<file path="src/rtl/write_arbiter_pkg.sv">
// Shared definitions for the image-memory-pool write arbiter: owner encodings,
// default lane geometry and the rotating-priority pick used by the grant FSM.
package write_arbiter_pkg;

  typedef enum logic [2:0] {
    NONE_USE = 3'b000,
    LOAD_USE = 3'b001,
    CONV_USE = 3'b010,
    MISC_USE = 3'b100
  } owner_e;

  localparam int CHL_PARA_DEF        = 8;
  localparam int BANK_UNIT_WIDTH_DEF = 8;
  localparam int LANE_W              = CHL_PARA_DEF * BANK_UNIT_WIDTH_DEF;

  // First requester after the current owner in load->conv->misc order.
  // NONE (and MISC) start the scan at load, which gives the fixed-priority idle case.
  function automatic owner_e rr_pick(input owner_e owner, input logic [2:0] req);
    rr_pick = NONE_USE;
    case (owner)
      LOAD_USE: begin
        if (req[1])      rr_pick = CONV_USE;
        else if (req[2]) rr_pick = MISC_USE;
        else if (req[0]) rr_pick = LOAD_USE;
      end
      CONV_USE: begin
        if (req[2])      rr_pick = MISC_USE;
        else if (req[0]) rr_pick = LOAD_USE;
        else if (req[1]) rr_pick = CONV_USE;
      end
      default: begin
        if (req[0])      rr_pick = LOAD_USE;
        else if (req[1]) rr_pick = CONV_USE;
        else if (req[2]) rr_pick = MISC_USE;
      end
    endcase
  endfunction

endpackage

</file>
<file path="src/rtl/write_arbiter_if.sv">
// One client's write request channel into the bank group (valid/ready handshake).
interface write_arbiter_if #(
  parameter int ROW_PARA   = 4,
  parameter int ADDR_WIDTH = 48,
  parameter int DATA_WIDTH = 256
);
  logic                  write_valid;
  logic [ROW_PARA-1:0]   write_bank_en;
  logic [ADDR_WIDTH-1:0] write_addr;
  logic [DATA_WIDTH-1:0] write_data;
  logic                  write_ready;

  modport master (output write_valid, write_bank_en, write_addr, write_data, input write_ready);
  modport slave  (input  write_valid, write_bank_en, write_addr, write_data, output write_ready);
endinterface

</file>
<file path="src/rtl/write_arbiter_grant.sv">
// Owner/burst tracking and one-hot grant generation; the current owner keeps the
// port until MAX_BURST beats are used while someone else waits.
module write_grant_fsm
  import write_arbiter_pkg::*;
#(
  parameter int MAX_BURST = 16
) (
  input  logic       clk,
  input  logic       rst_n,
  input  logic [2:0] valid_i,
  output logic [2:0] ready_o,
  output logic [2:0] owner_o
);
  localparam int CW = $clog2(MAX_BURST + 1);

  owner_e        owner_q, grant;
  logic [CW-1:0] cnt_q, cnt_d;
  logic          keep;

  always_comb begin
    keep  = (|(valid_i & owner_q)) &&
            ((cnt_q < CW'(MAX_BURST)) || !(|(valid_i & ~owner_q)));
    grant = keep ? owner_q : rr_pick(owner_q, valid_i);
    cnt_d = '0;
    if (grant != NONE_USE) begin
      // A fresh owner, or the same owner after an expired burst, opens a new burst.
      if (grant != owner_q || cnt_q == CW'(MAX_BURST)) cnt_d = CW'(1);
      else                                             cnt_d = cnt_q + CW'(1);
    end
  end

  always_ff @(posedge clk or negedge rst_n) begin
    if (!rst_n) begin
      owner_q <= NONE_USE;
      cnt_q   <= '0;
    end else begin
      owner_q <= grant;
      cnt_q   <= cnt_d;
    end
  end

  assign ready_o = rst_n ? 3'(grant) : 3'b000;
  assign owner_o = 3'(owner_q);
endmodule

</file>
<file path="src/rtl/write_arbiter.sv">
// Write arbiter for one bank group: grants load/conv/misc, selects the winning beat,
// masks disabled lanes and registers it onto the bank-group write port (latency 1).
module write_arbiter
  import write_arbiter_pkg::*;
#(
  parameter int ROW_PARA        = 4,
  parameter int CHL_PARA        = CHL_PARA_DEF,
  parameter int BANK_UNIT_WIDTH = BANK_UNIT_WIDTH_DEF,
  parameter int ADDR_WIDTH      = 48,
  parameter int DATA_WIDTH      = 256,
  parameter int MAX_BURST       = 16
) (
  input  logic                  clk,
  input  logic                  rst_n,
  write_arbiter_if.slave        load_if,
  write_arbiter_if.slave        conv_if,
  write_arbiter_if.slave        misc_if,
  output logic                  ram_write_en_o,
  output logic [ROW_PARA-1:0]   ram_write_bank_en_o,
  output logic [ADDR_WIDTH-1:0] ram_write_addr_o,
  output logic [DATA_WIDTH-1:0] ram_write_data_o,
  output logic [2:0]            write_owner_o
);
  localparam int LW = CHL_PARA * BANK_UNIT_WIDTH;

  logic [2:0]            ready;
  logic                  beat;
  logic [ROW_PARA-1:0]   sel_ben;
  logic [ADDR_WIDTH-1:0] sel_addr;
  logic [DATA_WIDTH-1:0] sel_data, mask_data;

  logic                  en_q;
  logic [ROW_PARA-1:0]   ben_q;
  logic [ADDR_WIDTH-1:0] addr_q;
  logic [DATA_WIDTH-1:0] data_q;

  write_grant_fsm #(.MAX_BURST(MAX_BURST)) u_grant (
    .clk     (clk),
    .rst_n   (rst_n),
    .valid_i ({misc_if.write_valid, conv_if.write_valid, load_if.write_valid}),
    .ready_o (ready),
    .owner_o (write_owner_o)
  );

  assign load_if.write_ready = ready[0];
  assign conv_if.write_ready = ready[1];
  assign misc_if.write_ready = ready[2];
  assign beat = |ready;

  // Grant is one-hot or zero, so an AND-OR select is sufficient.
  assign sel_ben  = ({ROW_PARA{ready[0]}}   & load_if.write_bank_en) |
                    ({ROW_PARA{ready[1]}}   & conv_if.write_bank_en) |
                    ({ROW_PARA{ready[2]}}   & misc_if.write_bank_en);
  assign sel_addr = ({ADDR_WIDTH{ready[0]}} & load_if.write_addr) |
                    ({ADDR_WIDTH{ready[1]}} & conv_if.write_addr) |
                    ({ADDR_WIDTH{ready[2]}} & misc_if.write_addr);
  assign sel_data = ({DATA_WIDTH{ready[0]}} & load_if.write_data) |
                    ({DATA_WIDTH{ready[1]}} & conv_if.write_data) |
                    ({DATA_WIDTH{ready[2]}} & misc_if.write_data);

  for (genvar g = 0; g < ROW_PARA; g++) begin : g_lane
    assign mask_data[g*LW +: LW] = sel_ben[g] ? sel_data[g*LW +: LW] : '0;
  end

  always_ff @(posedge clk or negedge rst_n) begin
    if (!rst_n) begin
      en_q   <= 1'b0;
      ben_q  <= '0;
      addr_q <= '0;
      data_q <= '0;
    end else if (beat) begin
      en_q   <= |sel_ben;
      ben_q  <= sel_ben;
      addr_q <= sel_addr;
      data_q <= mask_data;
    end else begin
      en_q   <= 1'b0;
      ben_q  <= '0;
    end
  end

  assign ram_write_en_o      = en_q;
  assign ram_write_bank_en_o = ben_q;
  assign ram_write_addr_o    = addr_q;
  assign ram_write_data_o    = data_q;
endmodule

</file>
<file path="src/flat_wrapper.sv">
// flat-port wrapper written by rule: the top's interface ports become plain ports
module write_arbiter_flat import write_arbiter_pkg::*;
#(
  parameter int ROW_PARA        = 4,
  parameter int CHL_PARA        = CHL_PARA_DEF,
  parameter int BANK_UNIT_WIDTH = BANK_UNIT_WIDTH_DEF,
  parameter int ADDR_WIDTH      = 48,
  parameter int DATA_WIDTH      = 256,
  parameter int MAX_BURST       = 16
)
  (clk, rst_n, ram_write_en_o, ram_write_bank_en_o, ram_write_addr_o, ram_write_data_o, write_owner_o, load_if_write_valid, load_if_write_bank_en, load_if_write_addr, load_if_write_data, load_if_write_ready, conv_if_write_valid, conv_if_write_bank_en, conv_if_write_addr, conv_if_write_data, conv_if_write_ready, misc_if_write_valid, misc_if_write_bank_en, misc_if_write_addr, misc_if_write_data, misc_if_write_ready);
  write_arbiter_if #(.ROW_PARA(ROW_PARA), .ADDR_WIDTH(ADDR_WIDTH), .DATA_WIDTH(DATA_WIDTH)) load_if_i ();
  write_arbiter_if #(.ROW_PARA(ROW_PARA), .ADDR_WIDTH(ADDR_WIDTH), .DATA_WIDTH(DATA_WIDTH)) conv_if_i ();
  write_arbiter_if #(.ROW_PARA(ROW_PARA), .ADDR_WIDTH(ADDR_WIDTH), .DATA_WIDTH(DATA_WIDTH)) misc_if_i ();
  input  logic clk;
  input  logic rst_n;
  output logic ram_write_en_o;
  output logic [ROW_PARA-1:0] ram_write_bank_en_o;
  output logic [ADDR_WIDTH-1:0] ram_write_addr_o;
  output logic [DATA_WIDTH-1:0] ram_write_data_o;
  output logic [2:0] write_owner_o;
  input wire logic [$bits(load_if_i.write_valid)-1:0] load_if_write_valid;
  input wire logic [$bits(load_if_i.write_bank_en)-1:0] load_if_write_bank_en;
  input wire logic [$bits(load_if_i.write_addr)-1:0] load_if_write_addr;
  input wire logic [$bits(load_if_i.write_data)-1:0] load_if_write_data;
  output wire logic [$bits(load_if_i.write_ready)-1:0] load_if_write_ready;
  input wire logic [$bits(conv_if_i.write_valid)-1:0] conv_if_write_valid;
  input wire logic [$bits(conv_if_i.write_bank_en)-1:0] conv_if_write_bank_en;
  input wire logic [$bits(conv_if_i.write_addr)-1:0] conv_if_write_addr;
  input wire logic [$bits(conv_if_i.write_data)-1:0] conv_if_write_data;
  output wire logic [$bits(conv_if_i.write_ready)-1:0] conv_if_write_ready;
  input wire logic [$bits(misc_if_i.write_valid)-1:0] misc_if_write_valid;
  input wire logic [$bits(misc_if_i.write_bank_en)-1:0] misc_if_write_bank_en;
  input wire logic [$bits(misc_if_i.write_addr)-1:0] misc_if_write_addr;
  input wire logic [$bits(misc_if_i.write_data)-1:0] misc_if_write_data;
  output wire logic [$bits(misc_if_i.write_ready)-1:0] misc_if_write_ready;
  assign load_if_i.write_valid = load_if_write_valid;
  assign load_if_i.write_bank_en = load_if_write_bank_en;
  assign load_if_i.write_addr = load_if_write_addr;
  assign load_if_i.write_data = load_if_write_data;
  assign load_if_write_ready = load_if_i.write_ready;
  assign conv_if_i.write_valid = conv_if_write_valid;
  assign conv_if_i.write_bank_en = conv_if_write_bank_en;
  assign conv_if_i.write_addr = conv_if_write_addr;
  assign conv_if_i.write_data = conv_if_write_data;
  assign conv_if_write_ready = conv_if_i.write_ready;
  assign misc_if_i.write_valid = misc_if_write_valid;
  assign misc_if_i.write_bank_en = misc_if_write_bank_en;
  assign misc_if_i.write_addr = misc_if_write_addr;
  assign misc_if_i.write_data = misc_if_write_data;
  assign misc_if_write_ready = misc_if_i.write_ready;
  write_arbiter #(.ROW_PARA(ROW_PARA), .CHL_PARA(CHL_PARA), .BANK_UNIT_WIDTH(BANK_UNIT_WIDTH), .ADDR_WIDTH(ADDR_WIDTH), .DATA_WIDTH(DATA_WIDTH), .MAX_BURST(MAX_BURST)) u_core (.clk(clk), .rst_n(rst_n), .load_if(load_if_i), .conv_if(conv_if_i), .misc_if(misc_if_i), .ram_write_en_o(ram_write_en_o), .ram_write_bank_en_o(ram_write_bank_en_o), .ram_write_addr_o(ram_write_addr_o), .ram_write_data_o(ram_write_data_o), .write_owner_o(write_owner_o));
endmodule
</file>
<file path="config.mk">
export PLATFORM = sky130hd
export DESIGN_NAME = write_arbiter_flat
export DESIGN_NICKNAME = d
export VERILOG_FILES = /design/src/rtl/write_arbiter_pkg.sv /design/src/rtl/write_arbiter_if.sv /design/src/rtl/write_arbiter_grant.sv /design/src/rtl/write_arbiter.sv /design/src/flat_wrapper.sv
export SDC_FILE = /design/constraint.sdc
export NUM_CORES = 1
export LEC_CHECK = 0
export ABC_AREA = 1
export BUFFER_PORTS_ARGS = -buffer_cell sky130_fd_sc_hd__buf_4
export CAP_MARGIN = 20
export CORE_AREA = 2 2 484 486
export CTS_BUF_LIST = sky130_fd_sc_hd__clkbuf_8
export CTS_CLUSTER_SIZE = 30
export DETAILED_ROUTE_END_ITERATION = 16
export DIE_AREA = 0 0 486 488
export SETUP_SLACK_MARGIN = 0.15
export SLEW_MARGIN = 10
export SYNTH_ARGS = -nofsm -noshare
export SYNTH_HDL_FRONTEND = slang
export SYNTH_SLANG_ARGS = --single-unit
</file>
<file path="constraint.sdc">
create_clock -name clk -period 4.6 [get_ports clk]
set_input_delay 0.92 -clock clk [delete_from_list [all_inputs] [get_ports clk]]
set_output_delay 0.92 -clock clk [all_outputs]
set_load 0.05 [all_outputs]
</file>
==> results of run 1 <==
[logic make-up (layout without fill, tap and decap cells)]
kind of cell / after synthesis / after routing
flops: 317 / 317
compound gates: 2 / 2
fa+ha+maj: 2 / 2
buf+inv: 263 / 1488
other cells: 0 / 76
xor+xnor: 3 / 3
simple gates: 2158 / 2158
[worst max-delay path, delay by kind of cell]
kind	cells	cell delay (ns)
simple gates	1	0.44
buf+inv	4	1.51
[final cells by class]
class | count | share of cell area
Antenna cell | 76 | 0.005707
Clock buffer | 92 | 0.03800
Clock inverter | 46 | 0.01186
Inverter | 45 | 0.005069
Multi-Input combinational cell | 2165 | 0.2834
Sequential cell | 317 | 0.2380
Tap cell | 3043 | 0.1142
Timing Repair Buffer | 1305 | 0.3037
[through the flow]
| step | power [W] | cells | instance area [um2] |
|---|---|---|---|
| floorplan | 0.01259 | 2745 | 18450 |
| global placement | 0.01944 | 6874 | 31460 |
| detailed placement | 0.01942 | 6874 | 31460 |
| CTS | 0.02364 | 7013 | 33140 |
| global route | 0.02451 | 7061 | 33260 |
| finish | 0.02308 | 7089 | 33330 |
[power by group through the flow]
stage / combinational (W) / clock (W) / sequential [W]
floorplan: 0.00451 / 0 / 0.00808
global placement: 0.0149 / 0 / 0.00457
detailed placement: 0.0148 / 0 / 0.00458
CTS: 0.0149 / 0.00421 / 0.00457
global route: 0.0156 / 0.00427 / 0.00469
finish: 0.0145 / 0.00399 / 0.00457
[registers in the layout, summed over array words and instances, names as in the netlist]
signal and count:
u_core.ram_write_data_o 256, u_core.u_grant.cnt_q 5, u_core.ram_write_addr_o 48, u_core.ram_write_bank_en_o 4, u_core.ram_write_en_o 1, u_core.u_grant.owner_o 3
[Yosys cell counts]
master / count
nor2_1: 13
a21oi_1: 2
nand3_1: 305
buf_1: 23
nand4_1: 270
nor2_2: 1
nand2_1: 1535
buf_4: 17
or2_2: 1
nand2_2: 7
nand2_4: 1
inv_1: 42
xnor2_1: 1
buf_2: 87
and3_1: 1
dfrtp_1: 317
ha_1: 2
nand3b_1: 18
nor2_4: 2
xor2_1: 2
nand3_2: 4
inv_2: 3
clkbuf_1: 91
[worst paths after layout]
path | from | to | slack [ns] | depth (start not counted)
min in group asynchronous | rst_n | u_core.ram_write_data_o[212] | 0.67 | 2
worst min-delay path | misc_if_write_addr[4] | u_core.ram_write_addr_o[4] | 0.33 | 3
worst min register to register | u_core.ram_write_data_o[41] | u_core.ram_write_data_o[41] | 0.48 | 2
worst max-delay path | rst_n | misc_if_write_ready | 0.71 | 5
max in group asynchronous | rst_n | u_core.ram_write_data_o[172] | 2.15 | 6
worst max register to register | u_core.u_grant.owner_o[0] | u_core.ram_write_data_o[159] | 1.51 | 14
[metal layers]
metal  vias to the layer above  share of wire  wire length [um]
li1                      11390              -                 -
met4                       140          0.061             12330
met3                       491           0.15             30120
met1                     11870           0.36             72360
met2                      1399           0.43             86500
met5                         -         0.0046               927
[cells in the final DEF, fill, tap and decap left out, types with 2 or more instances in the layout]
| cell type | n |
|---|---|
| nand3_1 | 301 |
| dfrtp_1 | 317 |
| clkinv_2 | 11 |
| nand4_1 | 270 |
| clkbuf_8 | 92 |
| nand3_4 | 6 |
| nor2_1 | 12 |
| nand2_1 | 1535 |
| buf_4 | 1278 |
| nand3b_1 | 18 |
| inv_1 | 64 |
| ha_1 | 2 |
| inv_2 | 3 |
| diode_2 | 76 |
| nand2_2 | 6 |
| nand3_2 | 2 |
| clkinvlp_4 | 4 |
| buf_12 | 25 |
| a21oi_1 | 2 |
| inv_6 | 2 |
| xor2_1 | 2 |
| bufinv_16 | 7 |
| nor2_4 | 3 |
==> flow_metrics.py, run 1 <==
metrics = {
    "outcome": {
        "status": "complete, no violations",
    },
    "die": {
        "io-pin-count": 1244,
        "die_area_um2": 237200,
        "core_area_um2": 231900,
        "die_h_um": 488,
        "die_w_um": 486,
        "start_util": 0.07958,
        "rows": 177,
    },
    "critical_path": {
        "worstPathCellList": "dlygate4sd3_1 > buf_8 > inv_1 > nor2_4 > buf_4",
        "crit_fanout": 58,
        "end_kind": "output pin",
        "cp_slowest_cell": "dlygate4sd3_1",
        "critPathKind": "in2out",
        "critPathArrivalTime_ns": 2.97,
        "crit_path_max_incr_delay_ns": 0.56,
        "start_kind": "input port",
        "critPathRequiredTime_ns": 3.68,
    },
    "clocking": {
        "cts-root-buf": "clkbuf_8",
        "numCtsBuffers": 76,
        "clock_sinks": 317,
        "cts_hold_buf": 1,
        "path_clk_slew_ns": 0.06,
        "htree_levels": 3,
        "clk_latency_ns": 0.81,
        "cts_tree": "built",
        "postCtsSetupBuffers": 0,
        "clock_path_buffers": 3,
        "ctsResizeCount": 0,
    },
    "min_path": {
        "holdCritPathClass": "in2reg",
    },
    "sta": {
        "finalHoldViolations": 0,
        "setup_ws_ns": 0.7128,
        "worst_slew_pin_slew_ns": 0.8702,
        "fmax_mhz": 257.3,
        "setup_tns_ns": 0,
        "hold_ws_ns": 0.3314,
        "finalSetupViolations": 0,
        "slew_violations": 0,
        "rsz0062_at_grt": "false",
        "relSlewSlack": 0.4199,
        "period_share": 0.8450,
        "fin_worst_skew_ns": 0.04745,
        "fin_crit_ns": 3.887,
    },
    "power_and_ir_drop": {
        "p_leak_nw": 16.83,
        "p_int_w": 0.009784,
        "combPwrFrac": 0.629,
        "power_frac_clock": 0.173,
        "p_sw_frac": 0.5761,
        "ir_worst_vdd_uv": 447.3,
        "power.density_nw_per_um2": 692.6,
        "switching_power_w": 0.01330,
        "pwr-share-seq": 0.198,
    },
    "final_layout": {
        "regArea_um2": 7933,
        "multi_input_area_um2": 9445,
        "fillerInstances": 26880,
        "area_delta_synth_final_pct": 80.61,
        "finalNetCount": 4841,
        "utilization": 0.1437,
        "drive_gt1_frac": 0.3637,
    },
    "grt": {
        "grt_pass1_wl_um": 251800,
        "grt_max_degree": 135,
        "grt_overflow": 0,
        "busiest_layer": "met2",
        "track_usage": 0.1633,
        "grt_pass1_vias": 24920,
        "grt_util_met1": 0.1688,
        "use_met3": 0.1091,
        "gr-usage-met2": 0.2464,
        "antenna_found_initial": 216,
    },
    "place": {
        "pre_cts_slack_ns": 0.8005,
        "gp_congestion": 0.9553,
        "numPortBuffers": 1243,
        "dpl.hpwl_um": 173100,
    },
    "synth": {
        "synth_seq_cells": 317,
        "synth_cells": 2745,
        "syn_area_um2": 18450,
        "syn-num-nets": 3676,
        "synth-xor-area-share": 0.001424,
        "synth_top_family_by_area": "simple AND/OR/NAND/NOR gates",
        "synth_fa_ha_area_frac": 0.001356,
        "synth_area_per_cell_um2": 6.722,
        "yosys.area.top_type_share": 0.4299,
        "synthSimpleGateAreaFrac": 0.5039,
        "synth-compound-area-share": 0.0005425,
        "muxShareOfSynthArea": 0,
        "ys_types": 23,
        "yosysTopAreaCell": "dfrtp_1",
        "synth-seq-area-share": 0.4299,
        "ys_warn_count": 0,
        "yosys-top-cells-area": "dfrtp_1, nand2_1, nand4_1",
    },
    "route": {
        "num_vias": 25290,
        "avgRoutedWirePerCell_um": 28.53,
        "antenna_left": 0,
        "dr.pass1.iters": 5,
        "drt-initial-drc-count": 1568,
        "wl_um": 202200,
        "drc_errors": 0,
        "viasPerCell": 3.567,
    },
    "job": {
        "timing.max_cap.violations": 0,
    },
}
Power figures use the tool's default switching activity.
==> run 2, diff against run 1 <==
--- a/config.mk
+++ b/config.mk
@@ -8,11 +8,11 @@
 export ABC_AREA = 1
 export BUFFER_PORTS_ARGS = -buffer_cell sky130_fd_sc_hd__buf_4
 export CAP_MARGIN = 20
-export CORE_AREA = 2 2 484 486
+export CORE_AREA = 2 2 486 488
 export CTS_BUF_LIST = sky130_fd_sc_hd__clkbuf_8
 export CTS_CLUSTER_SIZE = 30
 export DETAILED_ROUTE_END_ITERATION = 16
-export DIE_AREA = 0 0 486 488
+export DIE_AREA = 0 0 488 490
 export SETUP_SLACK_MARGIN = 0.15
 export SLEW_MARGIN = 10
 export SYNTH_ARGS = -nofsm -noshare
==> constraint.sdc (replaced) <==
create_clock -name clk -period 3.95 [get_ports clk]
set_input_delay 0.79 -clock clk [delete_from_list [all_inputs] [get_ports clk]]
set_output_delay 0.79 -clock clk [all_outputs]
set_load 0.05 [all_outputs]
==> flow_metrics.py, run 2 (synthesized netlist as in run 1, its figures left out) <==
metrics = {
    "critical_path": {
        "start_kind": "flip-flop",
        "reg2regPathDepth": 11,
        "r2r-start": "u_core.u_grant.owner_o[1]",
        "r2r_slack_ns": 1.05,
        "end_kind": "output pin",
        "critPathRequiredTime_ns": 3.16,
        "r2r-end": "u_core.ram_write_data_o[158]",
        "critPathArrivalTime_ns": 2.71,
        "critPathKind": "reg2out",
        "crit_fanout": 13,
    },
    "sta": {
        "period_share": 0.8856,
        "fin_crit_ns": 3.498,
        "fin_worst_skew_ns": 0.05598,
        "finalHoldViolations": 0,
        "slew_violations": 0,
        "worst_slew_pin_slew_ns": 0.8511,
        "finalSetupViolations": 0,
        "relSlewSlack": 0.4326,
        "fmax_mhz": 285.9,
        "setup_tns_ns": 0,
        "rsz0062_at_grt": "false",
    },
    "clocking": {
        "clock_sinks": 317,
        "clock_path_buffers": 3,
        "path_clk_slew_ns": 0.06,
        "htree_levels": 3,
        "cts_tree": "built",
        "cts-root-buf": "clkbuf_8",
        "numCtsBuffers": 74,
        "clk_latency_ns": 0.83,
    },
    "power_and_ir_drop": {
        "power_frac_clock": 0.164,
        "p_leak_nw": 16.77,
        "ir_worst_vdd_uv": 421.4,
        "power.density_nw_per_um2": 794.9,
        "combPwrFrac": 0.635,
        "p_sw_frac": 0.5779,
        "pwr-share-seq": 0.202,
        "switching_power_w": 0.01534,
        "p_int_w": 0.01120,
    },
    "grt": {
        "grt_pass1_wl_um": 257800,
        "grt_pass1_vias": 24960,
        "antenna_found_initial": 213,
        "track_usage": 0.1657,
        "grt_max_degree": 108,
        "grt_overflow": 0,
    },
    "outcome": {
        "status": "complete, no violations",
    },
    "die": {
        "die_h_um": 490,
        "start_util": 0.07883,
        "rows": 178,
        "core_area_um2": 234100,
        "io-pin-count": 1244,
        "die_w_um": 488,
        "die_area_um2": 239100,
    },
    "place": {
        "placed_cell_area_um2": 31620,
        "dpl.hpwl_um": 177500,
        "numPortBuffers": 1243,
        "gp_congestion": 0.9725,
    },
    "min_path": {
        "holdCritPathClass": "in2reg",
        "min_path_cells": 3,
        "min_to": "u_core.ram_write_addr_o[45]",
        "hp-start": "misc_if_write_addr[45]",
    },
    "route": {
        "num_vias": 25300,
        "drt-initial-drc-count": 1596,
        "drc_errors": 0,
        "avgRoutedWirePerCell_um": 28.63,
        "viasPerCell": 3.523,
        "antenna_left": 0,
        "wl_um": 205600,
        "dr.pass1.iters": 5,
    },
    "final_layout": {
        "utilization": 0.1426,
        "largest_register_ffs": 256,
        "finalNetCount": 4840,
        "drive_gt1_frac": 0.3638,
        "final_common_cell": "nand2_1",
        "final_cell_mix": "nand2_1, buf_4, dfrtp_1, nand3_1, nand4_1",
        "finalInstanceArea_um2": 33380,
        "area_delta_synth_final_pct": 80.93,
    },
    "job": {
        "timing.max_cap.violations": 0,
    },
}
run 2: cell count changes in the layout (fill, tap and decap cells not counted):
cell,change
inv_1,-6
diode_2,-6
clkinv_8,+2
clkbuf_8,-5
buf_4,-2
clkinv_2,-1
bufinv_16,-2
clkinv_4,+1
buf_12,+3
inv_6,+1
run 2: repair_timing:
item | CTS | global route
resized for setup | 0 | 0
hold endpoints to repair | 6 | 0
endpoints found under the setup margin | 0 | 1
hold buffers | 1 | 0
buffers inserted | 0 | 2
run 2: worst max path at each step:
stage                     slack [ns]  depth (start not counted)                       from                      endpoint
after floorplan                 1.11                          8        load_if_write_valid           misc_if_write_ready
after global placement          0.67                         11        misc_if_write_valid  u_core.ram_write_data_o[158]
after detailed placement        0.70                         11        misc_if_write_valid  u_core.ram_write_data_o[158]
after CTS                       0.21                          9  u_core.u_grant.owner_o[1]           conv_if_write_ready
after global routing            0.19                         10  u_core.u_grant.owner_o[1]           misc_if_write_ready
final                           0.45                         10  u_core.u_grant.owner_o[1]           misc_if_write_ready
run 2: cell type report:
type	instances	area, um2
Fill cell	27190	200700
Timing Repair Buffer	1306	10160
Multi-Input combinational cell	2165	9445
Sequential cell	317	7933
Tap cell	3150	3941
Clock buffer	87	1197
Clock inverter	41	357.8
Antenna cell	70	175.2
Inverter	45	168.9
run 2: worst max-delay path, cell delays in order, from the launching register on:
cell and delay [ns]:
dfrtp_1 0.51, inv_2 0.13, nand2_2 0.09, nand3_2 0.08
nand2_2 0.13, nand2_4 0.12, nand2_2 0.14, nand2_2 0.10
nor2_4 0.13, buf_12 0.22, buf_4 0.26
run 2: power by group through the flow:
stage	clock network [W]	registers (W)	logic, W
floorplan	0	0.00941	0.00525
global route	0.00464	0.00551	0.0181
finish	0.00434	0.00535	0.0168
detailed placement	0	0.00537	0.0172
CTS	0.00455	0.00537	0.0172
global placement	0	0.00536	0.0172
run 2: through the flow:
step	instances	hold slack (ns)	total power (W)	setup slack, ns
global route	7150	0.1218	0.02826	0.1945
finish	7181	0.2149	0.02654	0.4518
floorplan	2745	0.4676	0.01466	1.111
global placement	6980	0.4655	0.02256	0.6695
CTS	7109	0.08364	0.02711	0.2126
detailed placement	6980	0.4664	0.02255	0.7015
run 2: per-layer routing:
| metal | global-route usage | vias up | wire, um |
|---|---|---|---|
| met1 | 0.1675 | 11920 | 71580 |
| met2 | 0.2633 | 1420 | 92480 |
| met3 | 0.1150 | 436 | 32000 |
| met4 | 0.06695 | 134 | 8636 |
| li1 | - | 11390 | - |
| met5 | 0 | - | 902 |
==> run 3, diff against run 2 <==
--- a/config.mk
+++ b/config.mk
@@ -13,6 +13,7 @@
 export CTS_CLUSTER_SIZE = 30
 export DETAILED_ROUTE_END_ITERATION = 16
 export DIE_AREA = 0 0 488 490
+export PLACE_DENSITY_LB_ADDON = 0.2
 export SETUP_SLACK_MARGIN = 0.15
 export SLEW_MARGIN = 10
 export SYNTH_ARGS = -nofsm -noshare
==> flow_metrics.py, run 3 (synthesized netlist as in run 1, its figures left out) <==
metrics = {
    "final_layout": {
        "final_cell_mix": "nand2_1, buf_4, dfrtp_1, nand3_1, nand4_1",
        "finalNetCount": 4891,
        "drive_gt1_frac": 0.3714,
        "final_common_cell": "nand2_1",
        "regArea_um2": 7933,
        "fillerInstances": 27200,
        "largest_register_ffs": 256,
        "area_delta_synth_final_pct": 82.62,
        "multi_input_area_um2": 9455,
    },
    "grt": {
        "grt_overflow": 0,
        "grt_pass1_vias": 25590,
        "antenna_found_initial": 10,
        "grt_pass1_wl_um": 211500,
        "grt_max_degree": 149,
        "track_usage": 0.1259,
    },
    "power_and_ir_drop": {
        "combPwrFrac": 0.637,
        "p_leak_nw": 17.06,
        "switching_power_w": 0.01516,
        "p_sw_frac": 0.5672,
        "total_power_w": 0.02673,
        "power.density_nw_per_um2": 793.2,
        "ir_worst_vdd_uv": 495.9,
        "power_frac_clock": 0.159,
        "pwr-share-seq": 0.204,
        "p_int_w": 0.01157,
    },
    "clocking": {
        "clock_path_buffers": 3,
        "postCtsSetupBuffers": 0,
        "ctsResizeCount": 2,
        "numCtsBuffers": 76,
        "cts_tree": "built",
        "path_clk_slew_ns": 0.06,
        "htree_levels": 3,
        "cts-root-buf": "clkbuf_8",
        "clk_latency_ns": 0.80,
        "cts_hold_buf": 0,
        "clock_sinks": 317,
    },
    "sta": {
        "worst_slew_pin_slew_ns": 1.066,
        "period_share": 0.8821,
        "slew_violations": 0,
        "hold_ws_ns": 0.2005,
        "finalHoldViolations": 0,
        "fin_crit_ns": 3.484,
        "setup_tns_ns": 0,
        "rsz0062_at_grt": "false",
        "fin_worst_skew_ns": 0.04307,
        "relSlewSlack": 0.2890,
        "fmax_mhz": 287.0,
        "finalSetupViolations": 0,
        "setup_ws_ns": 0.4659,
    },
    "route": {
        "dr.pass1.iters": 5,
        "viasPerCell": 3.405,
        "avgRoutedWirePerCell_um": 21.89,
        "wl_um": 156800,
        "antenna_left": 0,
        "drc_errors": 0,
        "drt-initial-drc-count": 1187,
        "num_vias": 24390,
    },
    "critical_path": {
        "critPathRequiredTime_ns": 3.16,
        "reg2regPathDepth": 10,
        "critPathKind": "reg2out",
        "end_kind": "output pin",
        "critPathArrivalTime_ns": 2.69,
        "start_kind": "flip-flop",
        "crit_fanout": 9,
    },
    "die": {
        "die_w_um": 488,
        "die_area_um2": 239100,
        "start_util": 0.07883,
        "io-pin-count": 1244,
        "die_h_um": 490,
        "core_area_um2": 234100,
        "rows": 178,
    },
    "place": {
        "dpl.hpwl_um": 127700,
        "gp_congestion": 0.8872,
        "numPortBuffers": 1243,
        "pre_cts_slack_ns": 0.6736,
    },
    "min_path": {
        "holdCritPathClass": "in2reg",
        "min_path_cells": 3,
    },
    "job": {
        "timing.max_cap.violations": 0,
    },
    "outcome": {
        "status": "complete, no violations",
    },
}
## run 3: final cells by class
| class | count | area share |
|---|---|---|
| Antenna cell | 6 | 0.0004456 |
| Clock buffer | 95 | 0.03880 |
| Clock inverter | 30 | 0.006535 |
| Inverter | 45 | 0.005013 |
| Multi-Input combinational cell | 2165 | 0.2806 |
| Sequential cell | 317 | 0.2354 |
| Tap cell | 3150 | 0.1170 |
| Timing Repair Buffer | 1355 | 0.3162 |
## run 3: metrics by stage
step	utilization	area (um2)	cells
global route	0.1439	33690	7161
floorplan	-	18450	2745
detailed placement	0.1373	32140	7032
finish	0.1440	33700	7163
global placement	0.1373	32140	7032
CTS	0.1439	33680	7157
## run 3: worst paths after layout
path	from	endpoint	slack (ns)
setup / recovery	u_core.u_grant.owner_o[2]	load_if_write_ready	0.47
hold / removal	misc_if_write_addr[0]	u_core.ram_write_addr_o[0]	0.20
setup reg to reg	u_core.u_grant.owner_o[2]	u_core.ram_write_data_o[74]	1.11
hold reg to reg	u_core.ram_write_data_o[232]	u_core.ram_write_data_o[232]	0.48
max in group asynchronous	rst_n	u_core.ram_write_data_o[93]	2.73
min in group asynchronous	rst_n	u_core.ram_write_data_o[249]	0.25
## run 3: worst max-delay path, cell delays in order, from the launching register on
cell and delay, ns:
dfrtp_1 0.53, inv_2 0.12, nand2_1 0.11, nand3_2 0.08
nand2_2 0.13, nand2_4 0.13, nand2_4 0.18, nand2_2 0.11
nor2_4 0.11, buf_12 0.17, buf_4 0.23
## run 3: layer usage
metal / global-route usage / wire length (um) / vias to the layer above / part of all wire
met3: 0.04893 / 15900 / 152 / 0.10
met1: 0.1428 / 61530 / 11760 / 0.39
met4: 0.04122 / 4096 / 6 / 0.026
met2: 0.2144 / 75260 / 1071 / 0.48
met5: 0 / 36 / - / 0.00023
li1: - / - / 11400 / -
## run 3: power groups by stage
stage	Clock, W	Sequential (W)	Combinational [W]
after CTS	0.00456	0.00548	0.0176
after global routing	0.00464	0.00561	0.0184
after detailed placement	0	0.00550	0.0175
final	0.00425	0.00545	0.0170
after floorplan	0	0.00941	0.00525
after global placement	0	0.00548	0.0176
